File: src/rtl/mbc1_cart_responder.sv
// mbc1_cart_responder: MBC1 cartridge emulation on the console bus, backed by block-RAM ROM/RAM images.
// Define MBC1_MULTICART_EN for MBC1M wiring (4-bit bank_lo contribution).
module mbc1_cart_responder #(
    parameter int ROM_ADDR_W = 21,
    parameter int RAM_ADDR_W = 15,
    parameter int MEM_LAT    = 2
) (
    input  logic                  clk,
    input  logic                  rst,
    input  logic                  cart_n_rst,
    input  logic                  cart_n_cs,
    input  logic                  cart_n_rd,
    input  logic                  cart_n_wr,
    input  logic [15:0]           cart_addr,
    input  logic [7:0]            cart_data_in,
    output logic [7:0]            cart_data_out,
    output logic                  cart_data_oe,
    output logic [ROM_ADDR_W-1:0] rom_addr,
    output logic                  rom_rd,
    input  logic [7:0]            rom_rdata,
    output logic [RAM_ADDR_W-1:0] ram_addr,
    output logic                  ram_rd,
    output logic                  ram_we,
    output logic [7:0]            ram_wdata,
    input  logic [7:0]            ram_rdata,
    output logic [6:0]            rom_bank,
    output logic                  ram_enabled
);
    typedef enum logic [1:0] {IDLE, WAIT, DRIVE} state_t;
    state_t state, state_nx;
    logic [1:0]  nrst_sr, cs_sr;
    logic [2:0]  rd_sr, wr_sr;
    logic [15:0] a1, a2;
    logic [7:0]  d1, d2;
    logic        ram_en, mode, sel_ram;
    logic [4:0]  bank_lo;
    logic [1:0]  bank_hi;
    logic [2:0]  cnt;
    logic [6:0]  hi_bank, lo_bank;
    logic [20:0] rom_full;
    logic [14:0] ram_full;
    logic        bus_on, rd_fall, wr_fall, rd_go, rom_hit, ram_hit, lat_done;

    // Strobes get a history flop for edge detect; addr/data only need two sync stages
    always_ff @(posedge clk or posedge rst) begin
        if (rst) begin
            nrst_sr <= 2'b11;
            cs_sr   <= 2'b11;
            rd_sr   <= 3'b111;
            wr_sr   <= 3'b111;
            a1      <= '0;
            a2      <= '0;
            d1      <= '0;
            d2      <= '0;
        end else begin
            nrst_sr <= {nrst_sr[0], cart_n_rst};
            cs_sr   <= {cs_sr[0], cart_n_cs};
            rd_sr   <= {rd_sr[1:0], cart_n_rd};
            wr_sr   <= {wr_sr[1:0], cart_n_wr};
            a1      <= cart_addr;
            a2      <= a1;
            d1      <= cart_data_in;
            d2      <= d1;
        end
    end

    assign bus_on   = nrst_sr[1];
    assign rd_fall  = bus_on & rd_sr[2] & ~rd_sr[1];
    assign wr_fall  = bus_on & wr_sr[2] & ~wr_sr[1];
    assign rd_go    = rd_fall & ~wr_fall & (state == IDLE);
    assign rom_hit  = ~a2[15];
    assign ram_hit  = (a2[15:13] == 3'b101) & ~cs_sr[1] & ram_en;
    assign lat_done = (state == WAIT) & (cnt == 3'(MEM_LAT)) & ~rd_sr[1];

`ifdef MBC1_MULTICART_EN
    assign hi_bank = {1'b0, bank_hi, bank_lo[3:0]};
    assign lo_bank = mode ? {1'b0, bank_hi, 4'b0} : 7'd0;
`else
    assign hi_bank = {bank_hi, bank_lo};
    assign lo_bank = mode ? {bank_hi, 5'b0} : 7'd0;
`endif

    assign rom_full    = {a2[14] ? hi_bank : lo_bank, a2[13:0]};
    assign ram_full    = {mode ? bank_hi : 2'b0, a2[12:0]};
    assign rom_bank    = hi_bank;
    assign ram_enabled = ram_en;

    always_ff @(posedge clk or posedge rst) begin
        if (rst) state <= IDLE;
        else     state <= state_nx;
    end

    always_comb begin
        state_nx = state;
        if (!bus_on)
            state_nx = IDLE;
        else if (rd_go)
            state_nx = (rom_hit | ram_hit) ? WAIT : DRIVE;
        else if (state == WAIT)
            state_nx = rd_sr[1] ? IDLE : lat_done ? DRIVE : WAIT;
        else if (state == DRIVE && rd_sr[1])
            state_nx = IDLE;
    end

    always_comb begin
        cart_data_oe = (state == DRIVE);
    end

    always_ff @(posedge clk or posedge rst) begin
        if (rst) begin
            cart_data_out <= 8'hFF;
            rom_addr      <= '0;
            rom_rd        <= 1'b0;
            ram_addr      <= '0;
            ram_rd        <= 1'b0;
            ram_we        <= 1'b0;
            ram_wdata     <= '0;
            ram_en        <= 1'b0;
            bank_lo       <= 5'd1;
            bank_hi       <= 2'd0;
            mode          <= 1'b0;
            sel_ram       <= 1'b0;
            cnt           <= '0;
        end else begin
            rom_rd <= 1'b0;
            ram_rd <= 1'b0;
            ram_we <= 1'b0;
            cnt    <= (state == WAIT) ? cnt + 3'd1 : 3'd0;
            if (!bus_on) begin
                ram_en  <= 1'b0;
                bank_lo <= 5'd1;
                bank_hi <= 2'd0;
                mode    <= 1'b0;
            end else begin
                if (wr_fall) begin
                    if (a2[15:13] == 3'b000) ram_en <= (d2[3:0] == 4'hA);
                    if (a2[15:13] == 3'b001) bank_lo <= (d2[4:0] == 5'd0) ? 5'd1 : d2[4:0];
                    if (a2[15:13] == 3'b010) bank_hi <= d2[1:0];
                    if (a2[15:13] == 3'b011) mode <= d2[0];
                    if (ram_hit) begin
                        ram_we    <= 1'b1;
                        ram_addr  <= ram_full[RAM_ADDR_W-1:0];
                        ram_wdata <= d2;
                    end
                end
                if (rd_go) begin
                    if (rom_hit) begin
                        rom_rd   <= 1'b1;
                        rom_addr <= rom_full[ROM_ADDR_W-1:0];
                        sel_ram  <= 1'b0;
                    end else if (ram_hit) begin
                        ram_rd   <= 1'b1;
                        ram_addr <= ram_full[RAM_ADDR_W-1:0];
                        sel_ram  <= 1'b1;
                    end else begin
                        cart_data_out <= 8'hFF;
                    end
                end
                if (lat_done) cart_data_out <= sel_ram ? ram_rdata : rom_rdata;
            end
        end
    end
endmodule

File: config.mk
export PLATFORM = sky130hd
export DESIGN_NAME = mbc1_cart_responder
export DESIGN_NICKNAME = d
export VERILOG_FILES = /design/src/rtl/mbc1_cart_responder.sv
export SDC_FILE = /design/constraint.sdc
export NUM_CORES = 1
export LEC_CHECK = 0
export ABC_AREA = 1
export BUFFER_PORTS_ARGS = -buffer_cell sky130_fd_sc_hd__buf_4
export CORE_AREA = 2 2 102 104
export CTS_CLUSTER_DIAMETER = 60
export DETAILED_ROUTE_END_ITERATION = 7
export DIE_AREA = 0 0 104 106
export HOLD_SLACK_MARGIN = 0.03
export PLACE_DENSITY = 0.7
export SLEW_MARGIN = 20
export SYNTH_ARGS = -nofsm -noshare
export SYNTH_HDL_FRONTEND = slang
export SYNTH_SLANG_ARGS = --single-unit
File: constraint.sdc
create_clock -name clk -period 4.2 [get_ports clk]
set_input_delay 0.84 -clock clk [delete_from_list [all_inputs] [get_ports clk]]
set_output_delay 0.84 -clock clk [all_outputs]
set_load 0.02 [all_outputs]
### After elaboration in Yosys (flattened, before gate mapping)

Cells that the tools add are included.

| storage, ports and cells | value |
|---|---|
| bits in registers | 128 |
| bits of input ports | 46 |
| output and inout port bits | 64 |
| word-level logic and storage cells | 114 |

| operators by class | value |
|---|---|
| $add $sub $neg | 1 |
| eq/ne operators | 16 |
| mux-type cells | 45 |
| bitwise operators | 16 |
| reduce and logical (&&, ||, !) cells | 14 |

Operators with widths:

| operator | count |
|---|---|
| $mux 15 | 5 |
| $mux 8 | 5 |
| $mux 2 | 11 |
| $mux 5 | 4 |
| $mux 1 | 17 |
| $mux 7 | 2 |
| $ne 2x1->1 const B | 7 |
| $and 1x1->1 | 10 |
| $eq 3x2->1 const B | 3 |
| $reduce_and 3->1 | 3 |
| $reduce_and 2->1 | 4 |
| $logic_not 5->1 | 1 |
| $not 1->1 | 5 |
| $eq 4x4->1 const B | 1 |
| $ne 4x1->1 const B | 1 |
| $reduce_and 4->1 | 1 |
| $reduce_bool 2->1 | 2 |
| $add 3x1->3 const B | 1 |
| $eq 3x1->1 const B | 1 |
| $eq 3x3->1 const B | 1 |
| $logic_not 3->1 | 1 |
| $mux 3 | 1 |
| $eq 2x1->1 const B | 1 |
| $eq 2x2->1 const B | 1 |
| 3 further kinds | 3 |

### Longest topological paths before layout

Gate-level depths: netlist of the first run.

| logic depth | value |
|---|---|
| depth in word-level cells | 8 |
| gate-level depth with buffers | 10 |
| depth with buffers taken out | 10 |

### Worst setup path before layout of the first run

OpenSTA, ideal clock, no wires.

| timing path | value |
|---|---|
| path type | register -> register |
| from | reg nrst_sr[1] |
| to | reg rom_addr[13] |
| library setup time | 0.118 ns |
| data arrival time | 1.428 ns |
| required time | 4.082 ns |
| slack | 2.654 ns |
| stages on the path, launching flop included | 10 |
| buffers on the path | 2 |
| period minus slack after synthesis | 1.546 ns |
| cell sequence | dfstp_2 -> buf_4 -> nand2_2 -> nor2_4 -> nand3_4 -> nor2_4 -> inv_2 -> buf_6 -> nand2_1 -> o21ai_2 |

| on the way | value |
|---|---|
| longest elaborated chain between the ends | 6 |
| elaborated cells between the ends (all ways) | 8 |
| classes of those cells | 7 x bitwise; 1 x reduce/logical |

RTL lines:

| what | line | RTL |
|---|---|---|
| from (decl) | 31 | `logic [1:0] nrst_sr, cs_sr;` |
| from (signal assigned) | 56 | `nrst_sr <= {nrst_sr[0], cart_n_rst};` |
| $and 1x1->1 (2 in a row) | 69 | `assign wr_fall = bus_on & wr_sr[2] & ~wr_sr[1];` |
| $not 1->1 | 70 | `assign rd_go = rd_fall & ~wr_fall & (state == IDLE);` |
| $and 1x1->1 (2 in a row) | 70 |  |
| $reduce_and 3->1 (no line) (*) | - |  |
| to (signal assigned) | 149 | `rom_addr <= rom_full[ROM_ADDR_W-1:0];` |
| to (decl) | 18 | `output logic [ROM_ADDR_W-1:0] rom_addr,` |

Mark *: on every way between the ends. The rest lies on a longest branch, timed or not.
A chain may end at the register's enable or synchronous reset.

### Worst setup path in the final report of the first run

| timing path | value |
|---|---|
| from | reg state[1] |
| to | out cart_data_oe |

| on the way | value |
|---|---|
| longest elaborated chain between the ends | 1 |

RTL lines:

| what | line | RTL |
|---|---|---|
| from (decl) | 30 | `state_t state, state_nx;` |
| from (signal assigned) | 90 | `else state <= state_nx;` |
| $eq 2x2->1 | 106 | `cart_data_oe = (state == DRIVE);` |
| to (decl) | 17 | `output logic cart_data_oe,` |

Every way passes these cells.

==> flow_summary.json, run 1 <==
{
  "drv_cap": 0,
  "die_w_um": 104,
  "final.setup.tns_ns": 0,
  "worstPathMaxFanout": 5,
  "p_leak_nw": 3.157,
  "cts_sinks": 128,
  "worst_ir_drop_vdd_v": 0.0003995,
  "synth_largest_area_cell": "dfrtp_1",
  "routed_wl_um": 10060,
  "ys_seq_area_share_pct": 69.67,
  "final_nets": 585,
  "cts_buffer_depth": 2,
  "worst-slew-pin-transition_ns": 0.6485,
  "yosys.cell_types.count": 32,
  "synth_top_area_share_pct": 58.89,
  "syn-cell-area_mm2": 0.004632,
  "antenna_left": 0,
  "placed_area_mm2": 0.005544,
  "pin_count": 110,
  "skew_ns": 0.009765,
  "hold_buffers": 0,
  "start_util_pct": 46.32,
  "post-route-period-util_pct": 49.71,
  "worst_setup_path_end_kind": "output pin",
  "dp_hpwl_um": 6687,
  "outcome": "completed",
  "crit_type": "reg2out",
  "synthToLayoutAreaGrowth_pct": 32.06,
  "yosysWarnings": 0,
  "numCtsBuffers": 17,
  "synth_seq_cells": 128,
  "max_freq_ghz": 0.4790,
  "critPathRequiredTime_ns": 3.36,
  "syn-instance-count": 418,
  "ctsHtreeMaxLevel": 4,
  "finalHoldViolCount": 0,
  "antenna_found_initial": 0,
  "dr.first_iter.drc_count": 188,
  "rsz0062_at_grt": "false",
  "viasPerCell": 4.813,
  "setup_viol": 0,
  "cts_root_buffer": "clkbuf_8",
  "syn_avg_cell_area_um2": 11.08,
  "core_mm2": 0.01000,
  "crit_path_start_kind": "register",
  "slew_headroom_pct": 56.77,
  "gp_congestion": 0.8237,
  "power_density_mw_per_mm2": 531.1,
  "grt_pass1_vias": 3226,
  "die_y_um": 106,
  "clkTransAtPathRegs_ns": 0.06,
  "layout-drive-gt1-share_pct": 32.91,
  "syn-num-nets": 466,
  "worstHoldPathType": "reg2reg",
  "row_count": 37,
  "clock_latency_ns": 0.51,
  "post_cts_resized": 0,
  "die_area_mm2": 0.01102,
  "grt_max_degree": 129,
  "drc": 0,
  "port_buffers": 109,
  "cts_tree": "yes",
  "postLayoutCellArea_mm2": 0.006117,
  "antennaDiodeCount": 0,
  "period_needed_ns": 2.088,
  "crit_arrival_ns": 1.25,
  "yosys-top-cells-area": "dfrtp_1 59%, dfstp_2 11%, nand2_1 9.2%",
  "via_count": 3302,
  "cts_setup_buffers": 0,
  "routedWlPerCell_um": 14.66,
  "grt_usage_pct": 19.32,
  "grt_pass1_wl_um": 16330,
  "report.final.slew_viol_count": 0,
  "grt_overflow": 0,
  "dr.pass1.iters": 5
}
==> worst max-delay path, cell delays in order, from the launching register on <==
cell,delay (ns)
dfrtp_1,0.41
inv_1,0.06
nor2_1,0.11
buf_4,0.16
==> layer usage <==
layer | routed length (um) | track usage (%) | vias up | part of all wire [%]
met4 | 132 | 7.432 | 0 | 1.3
met1 | 4414 | 25.73 | 1616 | 44
met3 | 681 | 6.990 | 12 | 6.8
met5 | 0 | 0 | - | 0
met2 | 4832 | 29.23 | 112 | 48
li1 | - | - | 1562 | -
==> power by group <==
group | internal [mW] | leakage [nW] | switching [mW]
registers | 1.36 | 1.58 | 0.0730
logic | 0.176 | 1.29 | 0.233
clock network | 0.850 | 0.287 | 0.554
==> placed cells by master, fill, tap and decap left out <==
cell,count
nand4_1,2
o22ai_1,3
clkinv_4,5
buf_12,1
nand3_2,1
o21ai_2,2
nand3_4,2
o2111ai_1,2
inv_2,4
nand3_1,30
nand2_2,3
xnor2_1,1
o21bai_1,8
ha_1,2
dfstp_2,19
inv_6,5
clkinv_2,4
clkbuf_16,16
a21oi_1,2
inv_1,37
nand2_4,2
o21ai_0,23
o21ai_1,4
bufinv_16,2
nor2_4,4
a31oi_1,1
buf_4,109
clkinvlp_4,1
clkinv_1,1
nor3_1,1
nand2_1,114
dfrtp_1,109
clkbuf_8,1
nor2_1,29
==> worst paths after layout <==
check / from / endpoint / slack (ns) / cells past startpoint
max reg2reg: nrst_sr[1] / rom_addr[13] / 2.22 / 7
min: a1[12] / a2[12] / 0.35 / 0
max in group asynchronous: rst / a2[7] / 3.19 / 3
min reg2reg: a1[12] / a2[12] / 0.35 / 0
max: state[1] / cart_data_oe / 2.11 / 3
min in group asynchronous: rst / d1[6] / 0.53 / 3
==> cell usage after synthesis <==
library cell  number
nand2_1          114
dfrtp_1          109
inv_1             38
nand3_1           30
nor2_1            29
o21ai_0           23
dfstp_2           19
o21bai_1           8
inv_2              4
nor2_4             4
o21ai_1            4
buf_6              3
nand2_2            3
o22ai_1            3
a21oi_1            2
buf_4              2
clkbuf_8           2
ha_1               2
nand2_4            2
nand3_4            2
nand4_1            2
o2111ai_1          2
o21ai_2            2
a31oi_1            1
buf_2              1
buf_8              1
clkbuf_1           1
clkinv_1           1
inv_6              1
nand3_2            1
nor3_1             1
xnor2_1            1
==> layout make-up <==
class / count / area (um2)
sequential: 128 / 3227
inverter: 44 / 173.9
fill: 862 / 3882
clock inverter: 15 / 158.9
clock buffer: 17 / 414.1
multi-input combinational: 236 / 1135
timing repair buffer: 110 / 838.3
tap: 136 / 170.2
==> logic make-up (layout without fill, tap and decap cells) <==
kind of cell | after synthesis | after routing | share of synthesized area [%]
simple gates | 188 | 188 | 18.04
flops | 128 | 128 | 69.67
buf+inv | 54 | 186 | 5.834
compound gates | 45 | 45 | 5.727
fa+ha+maj | 2 | 2 | 0.5402
xor+xnor | 1 | 1 | 0.1891
==> through the flow <==
| step | cells | power (mW) | setup slack [ns] | util [%] | hold slack [ns] |
|---|---|---|---|---|---|
| floorplan | 418 | 1.659 | 1.794 | - | 0.3312 |
| global placement | 654 | 1.858 | 2.333 | 55.44 | 0.3319 |
| detailed placement | 654 | 1.868 | 2.212 | 55.44 | 0.3347 |
| CTS | 686 | 3.286 | 2.090 | 61.17 | 0.3478 |
| global route | 686 | 3.383 | 1.996 | 61.17 | 0.3536 |
| finish | 686 | 3.249 | 2.112 | 61.17 | 0.3450 |
==> state kept, by name, indices dropped and copies added, names as in the netlist, 5 cells and up <==
| signal | flops |
|---|---|
| d1 | 8 |
| cart_data_out | 8 |
| ram_addr | 15 |
| bank_lo | 5 |
| rom_addr | 21 |
| d2 | 8 |
| a2 | 16 |
| a1 | 16 |
| ram_wdata | 8 |
(Power assumes the default switching activity.)
==> run 2: changes to the inputs <==
--- a/config.mk
+++ b/config.mk
@@ -7,12 +7,12 @@
 export LEC_CHECK = 0
 export ABC_AREA = 1
 export BUFFER_PORTS_ARGS = -buffer_cell sky130_fd_sc_hd__buf_4
-export CORE_AREA = 2 2 102 104
+export CORE_AREA = 2 2 97 99
 export CTS_CLUSTER_DIAMETER = 60
 export DETAILED_ROUTE_END_ITERATION = 7
-export DIE_AREA = 0 0 104 106
+export DIE_AREA = 0 0 99 101
 export HOLD_SLACK_MARGIN = 0.03
-export PLACE_DENSITY = 0.7
+export PLACE_DENSITY = 0.74
 export SLEW_MARGIN = 20
 export SYNTH_ARGS = -nofsm -noshare
 export SYNTH_HDL_FRONTEND = slang
==> constraint.sdc (replaced) <==
create_clock -name clk -period 2 [get_ports clk]
set_input_delay 0.4 -clock clk [delete_from_list [all_inputs] [get_ports clk]]
set_output_delay 0.4 -clock clk [all_outputs]
set_load 0.02 [all_outputs]
==> flow_summary.json, run 2 (synthesized netlist as in run 1, its figures left out) <==
{
  "antenna_found_initial": 0,
  "worst_ir_drop_vdd_v": 0.0006959,
  "ctsHtreeMaxLevel": 4,
  "antennaDiodeCount": 0,
  "cp_slowest_cell": "dfstp_2",
  "p_leak_nw": 3.298,
  "cts_tree": "yes",
  "worstHoldPathType": "in2reg",
  "power_density_mw_per_mm2": 1099,
  "crit_arrival_ns": 2.17,
  "max_freq_ghz": 0.5617,
  "period_needed_ns": 1.780,
  "drv_cap": 0,
  "crit_family": "simple AND/OR/NAND/NOR gates",
  "crit_chain": "nand2_2 -> nor2_4 -> nand3_4 -> nor2_4 -> inv_2 -> nand2_1 -> o21ai_0",
  "routed_wl_um": 10410,
  "synthToLayoutAreaGrowth_pct": 39.14,
  "antenna_left": 0,
  "worst-slew-pin-transition_ns": 0.4297,
  "die_w_um": 99,
  "cp_num_buf_inv": 1,
  "dp_hpwl_um": 6468,
  "max_stage_delay_ns": 0.66,
  "crit_type": "reg2reg",
  "nFillCells": 607,
  "grt_max_degree": 73,
  "routedWlPerCell_um": 15.04,
  "grt_overflow": 0,
  "pin_count": 110,
  "numCtsBuffers": 17,
  "row_count": 35,
  "cts_buffer_depth": 2,
  "dr.first_iter.drc_count": 201,
  "grt_pass1_vias": 3574,
  "regMostFlops": "rom_addr",
  "regArea_mm2": 0.003227,
  "drc": 0,
  "instances_no_fill": 692,
  "reg2reg_slack_ns": 0.22,
  "final_common_cell": "nand2_1",
  "clock_latency_ns": 0.51,
  "slew_headroom_pct": 71.31,
  "via_count": 3482,
  "layout-drive-gt1-share_pct": 31.15,
  "cts_sinks": 128,
  "worst_setup_path_end_kind": "register",
  "multi_input_area_mm2": 0.001135,
  "dp.cells": 631,
  "cts_setup_buffers": 0,
  "grt_pass1_wl_um": 17250,
  "die_area_mm2": 0.009999,
  "viasPerCell": 5.032,
  "report.final.slew_viol_count": 0,
  "final_nets": 616,
  "cts_root_buffer": "clkbuf_8",
  "outcome": "completed",
  "largest_reg_flops": 21,
  "crit_top_cell": "nor2_4",
  "die_y_um": 101,
  "rsz0062_at_grt": "false",
  "clkTransAtPathRegs_ns": 0.06,
  "gp_congestion": 0.8625,
  "skew_ns": 0.006179,
  "layout_common_cells": "114 x nand2_1, 110 x buf_4, 109 x dfrtp_1",
  "final.setup.tns_ns": 0,
  "setup_viol": 0,
  "reg.largest.list": "rom_addr x21, a1 x16, a2 x16",
  "whs_ns": 0.2910,
  "dr.pass1.iters": 5,
  "worstPathMaxFanout": 23,
  "finalHoldViolCount": 0,
  "critPathRequiredTime_ns": 2.39,
  "crit_path_start_kind": "register",
  "port_buffers": 109,
  "grt_usage_pct": 22.52,
  "post-route-period-util_pct": 89.02,
  "start_util_pct": 51.60,
  "core_mm2": 0.008977
}
run 2: cell count changes in the layout (fill, tap and decap cells not counted), moves of 2 or more:
cell           previous run  this run
dlygate4sd3_1             0        29
clkinv_4                  5         0
clkinvlp_4                1         4
bufinv_16                 2         4
clkbuf_1                  0         2
clkinv_2                  4         2
run 2: layer usage:
| metal | routed length [um] | share of wire [%] | vias to the layer above | track usage, % |
|---|---|---|---|---|
| met5 | 0 | 0 | - | 0 |
| li1 | - | - | 1618 | - |
| met3 | 760 | 7.3 | 18 | 6.865 |
| met1 | 4070 | 39 | 1710 | 27.89 |
| met2 | 5395 | 52 | 136 | 37.53 |
| met4 | 178 | 1.7 | 0 | 8.535 |
run 2: path summary, 6_finish.rpt:
path | endpoint | depth (start not counted) | start
worst max-delay path | rom_addr[17] | 7 | nrst_sr[1]
worst min-delay path | cart_data_out[0] | 5 | ram_rdata[0]
worst max register to register | rom_addr[17] | 7 | nrst_sr[1]
worst min register to register | a2[3] | 0 | a1[3]
max in group asynchronous | a1[0] | 4 | rst
min in group asynchronous | rom_addr[18] | 3 | rst
run 2: power breakdown:
part / internal (mW) / switching, mW
clock: 2.06 / 1.09
sequential: 2.86 / 0.148
combinational: 0.412 / 0.512
run 2: metrics by stage:
step	worst slack, ns	instance area, um2	total power [mW]	util [%]
finish	0.2196	6445	7.085	71.79
global placement	0.3075	5540	3.899	61.71
floorplan	0.03426	4636	3.484	-
CTS	0.2033	6445	7.134	71.79
global route	0.05814	6445	7.378	71.79
detailed placement	0.2048	5540	3.921	61.71
run 2: timing repair:
item | CTS | global route
endpoints found under the hold margin | 44 | 0
hold buffers | 29 | 0
gates resized for setup | 0 | 0
run 2: tightest hold or removal path, delay by kind of cell:
family | cells | cell delay (ns)
simple gates | 3 | 0.21
compound gates | 1 | 0.08
buf+inv | 1 | 0.10
run 2: area by class of cell:
cell class              count  share of cell area (%)
repair buffers            141                   17.94
well taps                 111                   2.155
inverters                  44                   2.699
clock buffers              20                   6.756
flip-flops and latches    128                   50.07
multi-input cells         236                   17.61
clock inverters            12                   2.776
